==> src/rtl/thresholds_axilite_loader.sv <==
// Streams N_WORDS K-bit threshold words into an AXI-lite slave starting at BASE_ADDR.
// Define THRESHOLDS_LOADER_READBACK_EN to read back and verify each word after it is written.
module thresholds_axilite_loader #(
    parameter int unsigned K         = 8,
    parameter int unsigned N_WORDS   = 4,
    parameter int unsigned ADDR_BITS = 32,
    parameter int unsigned BASE_ADDR = 0
) (
    input  logic                   clk,
    input  logic                   rst,
    input  logic                   start,
    output logic                   busy,
    output logic                   done,
    output logic                   err,
    output logic                   s_axis_tready,
    input  logic                   s_axis_tvalid,
    input  logic [((K+7)/8)*8-1:0] s_axis_tdata,
    output logic                   m_axilite_AWVALID,
    input  logic                   m_axilite_AWREADY,
    output logic [ADDR_BITS-1:0]   m_axilite_AWADDR,
    output logic [2:0]             m_axilite_AWPROT,
    output logic                   m_axilite_WVALID,
    input  logic                   m_axilite_WREADY,
    output logic [31:0]            m_axilite_WDATA,
    output logic [3:0]             m_axilite_WSTRB,
    input  logic                   m_axilite_BVALID,
    output logic                   m_axilite_BREADY,
    input  logic [1:0]             m_axilite_BRESP,
    output logic                   m_axilite_ARVALID,
    input  logic                   m_axilite_ARREADY,
    output logic [ADDR_BITS-1:0]   m_axilite_ARADDR,
    output logic [2:0]             m_axilite_ARPROT,
    input  logic                   m_axilite_RVALID,
    output logic                   m_axilite_RREADY,
    input  logic [31:0]            m_axilite_RDATA,
    input  logic [1:0]             m_axilite_RRESP
);

    localparam int unsigned IW = (N_WORDS > 1) ? $clog2(N_WORDS) : 1;
    localparam logic [IW-1:0] LastIdx = IW'(N_WORDS - 1);

    localparam logic [2:0] StIdle  = 3'd0;
    localparam logic [2:0] StFetch = 3'd1;
    localparam logic [2:0] StWrite = 3'd2;
    localparam logic [2:0] StResp  = 3'd3;
    localparam logic [2:0] StRead  = 3'd4;
    localparam logic [2:0] StRdata = 3'd5;
    localparam logic [2:0] StFin   = 3'd6;

    logic [2:0]           state_q, state_d;
    logic [IW-1:0]        index_q, index_d;
    logic                 err_q, err_d;
    logic                 awvalid_q, awvalid_d;
    logic                 wvalid_q, wvalid_d;
    logic                 aw_hs_q, aw_hs_d;
    logic                 w_hs_q, w_hs_d;
    logic [ADDR_BITS-1:0] awaddr_q, awaddr_d;
    logic [31:0]          wdata_q, wdata_d;
    logic [ADDR_BITS-1:0] word_addr;
    logic                 aw_fire, w_fire, advance;
`ifdef THRESHOLDS_LOADER_READBACK_EN
    logic                 arvalid_q, arvalid_d;
    logic [ADDR_BITS-1:0] araddr_q, araddr_d;
`endif

    assign word_addr = ADDR_BITS'(BASE_ADDR) + ADDR_BITS'({index_q, 2'b00});
    assign aw_fire   = awvalid_q & m_axilite_AWREADY;
    assign w_fire    = wvalid_q & m_axilite_WREADY;

    always_comb begin
        state_d   = state_q;
        index_d   = index_q;
        err_d     = err_q;
        awvalid_d = awvalid_q;
        wvalid_d  = wvalid_q;
        aw_hs_d   = aw_hs_q;
        w_hs_d    = w_hs_q;
        awaddr_d  = awaddr_q;
        wdata_d   = wdata_q;
        advance   = 1'b0;
`ifdef THRESHOLDS_LOADER_READBACK_EN
        arvalid_d = arvalid_q;
        araddr_d  = araddr_q;
`endif
        case (state_q)
            StIdle: begin
                if (start) begin
                    index_d = '0;
                    err_d   = 1'b0;
                    state_d = StFetch;
                end
            end
            StFetch: begin
                if (s_axis_tvalid) begin
                    wdata_d   = 32'(s_axis_tdata[K-1:0]);
                    awaddr_d  = word_addr;
                    awvalid_d = 1'b1;
                    wvalid_d  = 1'b1;
                    state_d   = StWrite;
                end
            end
            StWrite: begin
                // AW and W complete independently; leave once both have fired
                if (aw_fire) begin
                    awvalid_d = 1'b0;
                    aw_hs_d   = 1'b1;
                end
                if (w_fire) begin
                    wvalid_d = 1'b0;
                    w_hs_d   = 1'b1;
                end
                if ((aw_hs_q | aw_fire) && (w_hs_q | w_fire)) begin
                    aw_hs_d = 1'b0;
                    w_hs_d  = 1'b0;
                    state_d = StResp;
                end
            end
            StResp: begin
                if (m_axilite_BVALID) begin
                    if (m_axilite_BRESP != 2'b00) err_d = 1'b1;
`ifdef THRESHOLDS_LOADER_READBACK_EN
                    arvalid_d = 1'b1;
                    araddr_d  = awaddr_q;
                    state_d   = StRead;
`else
                    advance = 1'b1;
`endif
                end
            end
`ifdef THRESHOLDS_LOADER_READBACK_EN
            StRead: begin
                if (arvalid_q && m_axilite_ARREADY) begin
                    arvalid_d = 1'b0;
                    state_d   = StRdata;
                end
            end
            StRdata: begin
                if (m_axilite_RVALID) begin
                    if (m_axilite_RRESP != 2'b00 || m_axilite_RDATA[K-1:0] != wdata_q[K-1:0]) begin
                        err_d = 1'b1;
                    end
                    advance = 1'b1;
                end
            end
`else
            StRead, StRdata: state_d = StIdle;
`endif
            StFin:   state_d = StIdle;
            default: state_d = StIdle;
        endcase

        if (advance) begin
            if (index_q == LastIdx) begin
                state_d = StFin;
            end else begin
                index_d = index_q + IW'(1);
                state_d = StFetch;
            end
        end
    end

    always_ff @(posedge clk) begin
        if (rst) begin
            state_q   <= StIdle;
            index_q   <= '0;
            err_q     <= 1'b0;
            awvalid_q <= 1'b0;
            wvalid_q  <= 1'b0;
            aw_hs_q   <= 1'b0;
            w_hs_q    <= 1'b0;
            awaddr_q  <= '0;
            wdata_q   <= '0;
        end else begin
            state_q   <= state_d;
            index_q   <= index_d;
            err_q     <= err_d;
            awvalid_q <= awvalid_d;
            wvalid_q  <= wvalid_d;
            aw_hs_q   <= aw_hs_d;
            w_hs_q    <= w_hs_d;
            awaddr_q  <= awaddr_d;
            wdata_q   <= wdata_d;
        end
    end

`ifdef THRESHOLDS_LOADER_READBACK_EN
    always_ff @(posedge clk) begin
        if (rst) begin
            arvalid_q <= 1'b0;
            araddr_q  <= '0;
        end else begin
            arvalid_q <= arvalid_d;
            araddr_q  <= araddr_d;
        end
    end

    assign m_axilite_ARVALID = arvalid_q;
    assign m_axilite_ARADDR  = araddr_q;
    assign m_axilite_RREADY  = (state_q == StRdata);
`else
    assign m_axilite_ARVALID = 1'b0;
    assign m_axilite_ARADDR  = '0;
    assign m_axilite_RREADY  = 1'b0;
`endif

    assign busy              = (state_q != StIdle);
    assign done              = (state_q == StFin);
    assign err               = err_q;
    assign s_axis_tready     = (state_q == StFetch);
    assign m_axilite_AWVALID = awvalid_q;
    assign m_axilite_AWADDR  = awaddr_q;
    assign m_axilite_AWPROT  = 3'b000;
    assign m_axilite_WVALID  = wvalid_q;
    assign m_axilite_WDATA   = wdata_q;
    assign m_axilite_WSTRB   = 4'hF;
    assign m_axilite_BREADY  = (state_q == StResp);
    assign m_axilite_ARPROT  = 3'b000;

    // Padding bits of the stream word and read-channel inputs in the write-only build
    logic unused_inputs;
    assign unused_inputs = ^{s_axis_tdata, m_axilite_ARREADY, m_axilite_RVALID,
                             m_axilite_RDATA, m_axilite_RRESP};

endmodule

==> config.mk <==
export PLATFORM = sky130hd
export DESIGN_NAME = thresholds_axilite_loader
export DESIGN_NICKNAME = d
export VERILOG_FILES = /design/src/rtl/thresholds_axilite_loader.sv
export SDC_FILE = /design/constraint.sdc
export NUM_CORES = 1
export LEC_CHECK = 0
export BUFFER_PORTS_ARGS = -buffer_cell sky130_fd_sc_hd__buf_2
export CORE_MARGIN = 2
export CORE_UTILIZATION = 32
export DETAILED_ROUTE_END_ITERATION = 8
export PLACE_DENSITY = 0.77
export SETUP_SLACK_MARGIN = 0.4
export SYNTH_ARGS = -nofsm -noshare
export SYNTH_HDL_FRONTEND = slang
export SYNTH_SLANG_ARGS = --single-unit
export TNS_END_PERCENT = 10
==> constraint.sdc <==
create_clock -name clk -period 1.2 [get_ports clk]
set_clock_uncertainty 0.1 [all_clocks]
set_input_delay 0.18 -clock clk [delete_from_list [all_inputs] [get_ports clk]]
set_output_delay 0.18 -clock clk [all_outputs]
set_load 0.005 [all_outputs]
==> impl_metrics.py <==
metrics = {
    "routing": {
        "vias_per_cell": 3.50,
        "final_antenna_net_count": 0,
        "wire_per_inst_um": 9.29,
        "vias": 1095,
        "met3_length_um": 236,
        "highest_layer": "met4",
        "drt-pass1-iter-count": 4,
        "drt_iter0_markers": 47,
        "totalWireLength_um": 2910,
        "drcViolationCount": 0,
        "route.met2.wl_um": 1560,
        "met1_length_um": 1090,
    },
    "sta": {
        "finalCritPeriodShare_pct": 113,
        "drv_slew": 0,
        "fin_ws_ns": -0.161,
        "period_minus_slack_ns": 1.36,
        "rsz0062_at_grt": "yes",
        "finalSetupViolations": 22,
        "max_freq_mhz": 735,
        "final-hold-violation-count": 0,
        "hold_ws_ns": 0.0528,
    },
    "synthesis": {
        "synth_cells": 199,
        "netlist_area_um2": 1630,
        "synth_top_area_share_pct": 46.0,
        "synth-main-ff-cell": "dfxtp_1",
        "synth-seq-cells": 20,
        "synth_edf_count": 0,
        "synth.top_cells.by_area": "buf_4 (46%), dfxtp_1 (25%), nand2_1 (5.3%)",
        "yosys_warnings": 0,
        "avgSynthCellArea_um2": 8.19,
        "synth_largest_area_cell": "buf_4",
        "ys_types": 28,
        "ys_seq_area_share_pct": 24.6,
        "synthArstFlopShare_pct": 0,
    },
    "cells_and_area": {
        "drive_above_1_share_pct": 34.1,
        "n_antenna_cell": 0,
        "area_growth_syn_to_layout_pct": 11.1,
        "final.fill_count": 529,
        "layoutNonFillerInstCount": 313,
        "multiInputGateArea_um2": 898,
        "seq_area_um2": 414,
        "fin_util_pct": 37.6,
        "fin_nets": 301,
        "layout_common_cells": "conb_1 (98), buf_2 (32), nand2_1 (21), dfxtp_1 (15), buf_4 (12)",
        "design_area_um2": 1810,
        "final_common_cell": "conb_1",
    },
    "worst_setup_path": {
        "required_ns": 0.92,
        "r2r-start": "state_q[2]",
        "critical_path_class": "flip-flop to output port",
        "end_kind": "output port",
        "startpoint": "state_q[2]",
        "r2r_slack_ns": -0.09,
        "arrival_ns": 1.08,
        "path_max_fanout": 6,
        "ff2ff_path_depth": 4,
        "rr_endpoint": "index_q[1]",
        "start_kind": "flip-flop",
    },
    "die": {
        "fp.dieW_um": 75.4,
        "die_area_um2": 5680,
        "core_um2": 4820,
        "die_h_um": 75.4,
        "rows": 25,
        "start_util_pct": 33.8,
        "ioPinCount": 168,
    },
    "global_route": {
        "grt_usage_pct": 9.04,
        "grt_pass1_wl_um": 3860,
        "grt_pass1_vias": 832,
        "overflow": 0,
        "grt_max_degree": 13,
        "antenna_found_initial": 0,
    },
    "power_and_ir_drop": {
        "leakagePower_nw": 0.974,
        "cellPowerDensity_nw_per_um2": 989,
        "irDropWorstVdd_mv": 0.472,
    },
    "placed_design": {
        "io_buffer_count": 33,
        "dp_hpwl_um": 2260,
        "dp_cells": 305,
        "dp_slack_ns": -0.196,
        "gp_congestion": 0.777,
        "dpl_cell_area_um2": 1570,
    },
    "cts": {
        "cts_buffers": 3,
        "clk_latency_ns": 0.26,
        "htreeDepth": 1,
        "ctsRootBufferMaster": "clkbuf_8",
        "clock_path_buffers": 2,
        "tritoncts": "yes",
        "clk_pin_slew_ns": 0.08,
        "cts.sinks": 20,
    },
    "hold_path": {
        "holdPathStages": 3,
        "hold_class": "primary input to flip-flop",
        "holdCritStartpoint": "s_axis_tdata[0]",
        "hold_end": "m_axilite_WDATA[0]",
    },
    "job": {
        "maxCapViolCount": 0,
    },
    "outcome": {
        "status": "finished, violations left",
        "violations": "setup timing",
    },
}
==> stage by stage <==
step | TNS [ns] | power (mW)
after floorplan | -0.157 | 1.17
after global placement | -1.98 | 1.05
after detailed placement | -2.26 | 1.06
after CTS | -2.20 | 1.79
after global routing | -3.37 | 1.91
final | -1.89 | 1.79
==> routing by layer <==
| metal | up-vias | track usage [%] |
|---|---|---|
| met5 | - | 0 |
| met4 | 0 | 3.51 |
| met3 | 2 | 2.78 |
| met2 | 61 | 14.9 |
| met1 | 492 | 11.1 |
| li1 | 540 | - |
==> repair_timing <==
action,CTS,global route
hold buffers,0,0
pin swaps,5,10
resized for setup,18,20
buffers inserted,3,1
setup endpoints to repair,37,37
==> cell families after synthesis <==
kind of cell    synth area share (%)
compound gates                  11.1
fa+ha+maj                      0.767
other cells                    0.461
flops                           24.6
simple gates                    14.7
buf+inv                         48.3
==> layout make-up <==
class | instances | area share (%)
inverters | 1 | 0.207
clock inverters | 1 | 1.66
repair buffers | 52 | 18.8
multi-input cells | 169 | 49.6
well taps | 67 | 4.63
clock buffers | 3 | 2.28
flip-flops and latches | 20 | 22.9
==> state kept, by name, summed over array words and instances, names as in the netlist <==
name,flops
err,1
aw_hs_q,1
m_axilite_AWVALID,1
m_axilite_WDATA,8
m_axilite_WVALID,1
w_hs_q,1
m_axilite_AWADDR,2
index_q,2
state_q,3
==> power by group <==
part           switching, mW  total (mW)  internal (mW)
registers             0.0309       0.724          0.693
logic                  0.215       0.387          0.172
clock network          0.236       0.681          0.445
==> synth_stat cells (all sizes together) (2+ instances only) <==
master	n
nor4	3
a31o	2
a211oi	2
nor2	6
buf	102
conb	2
clkbuf	3
a31oi	2
nor3b	2
and3b	2
dfxtp	20
a21o	2
a21oi	15
nand2	23
a21bo	3
==> critical path: stages (launching register included) <==
cell	delay, ns
dfxtp_4	0.37
nor3_4	0.19
buf_4	0.13
inv_2	0.02
buf_2	0.11
==> worst max path at each step <==
stage	end	slack (ns)
final	busy	-0.16
after global routing	busy	-0.22
after CTS	busy	-0.19
after detailed placement	m_axilite_AWVALID	-0.20
after global placement	m_axilite_WVALID	-0.17
after floorplan	state_q[0]	-0.05
(Power assumes the default switching activity.)
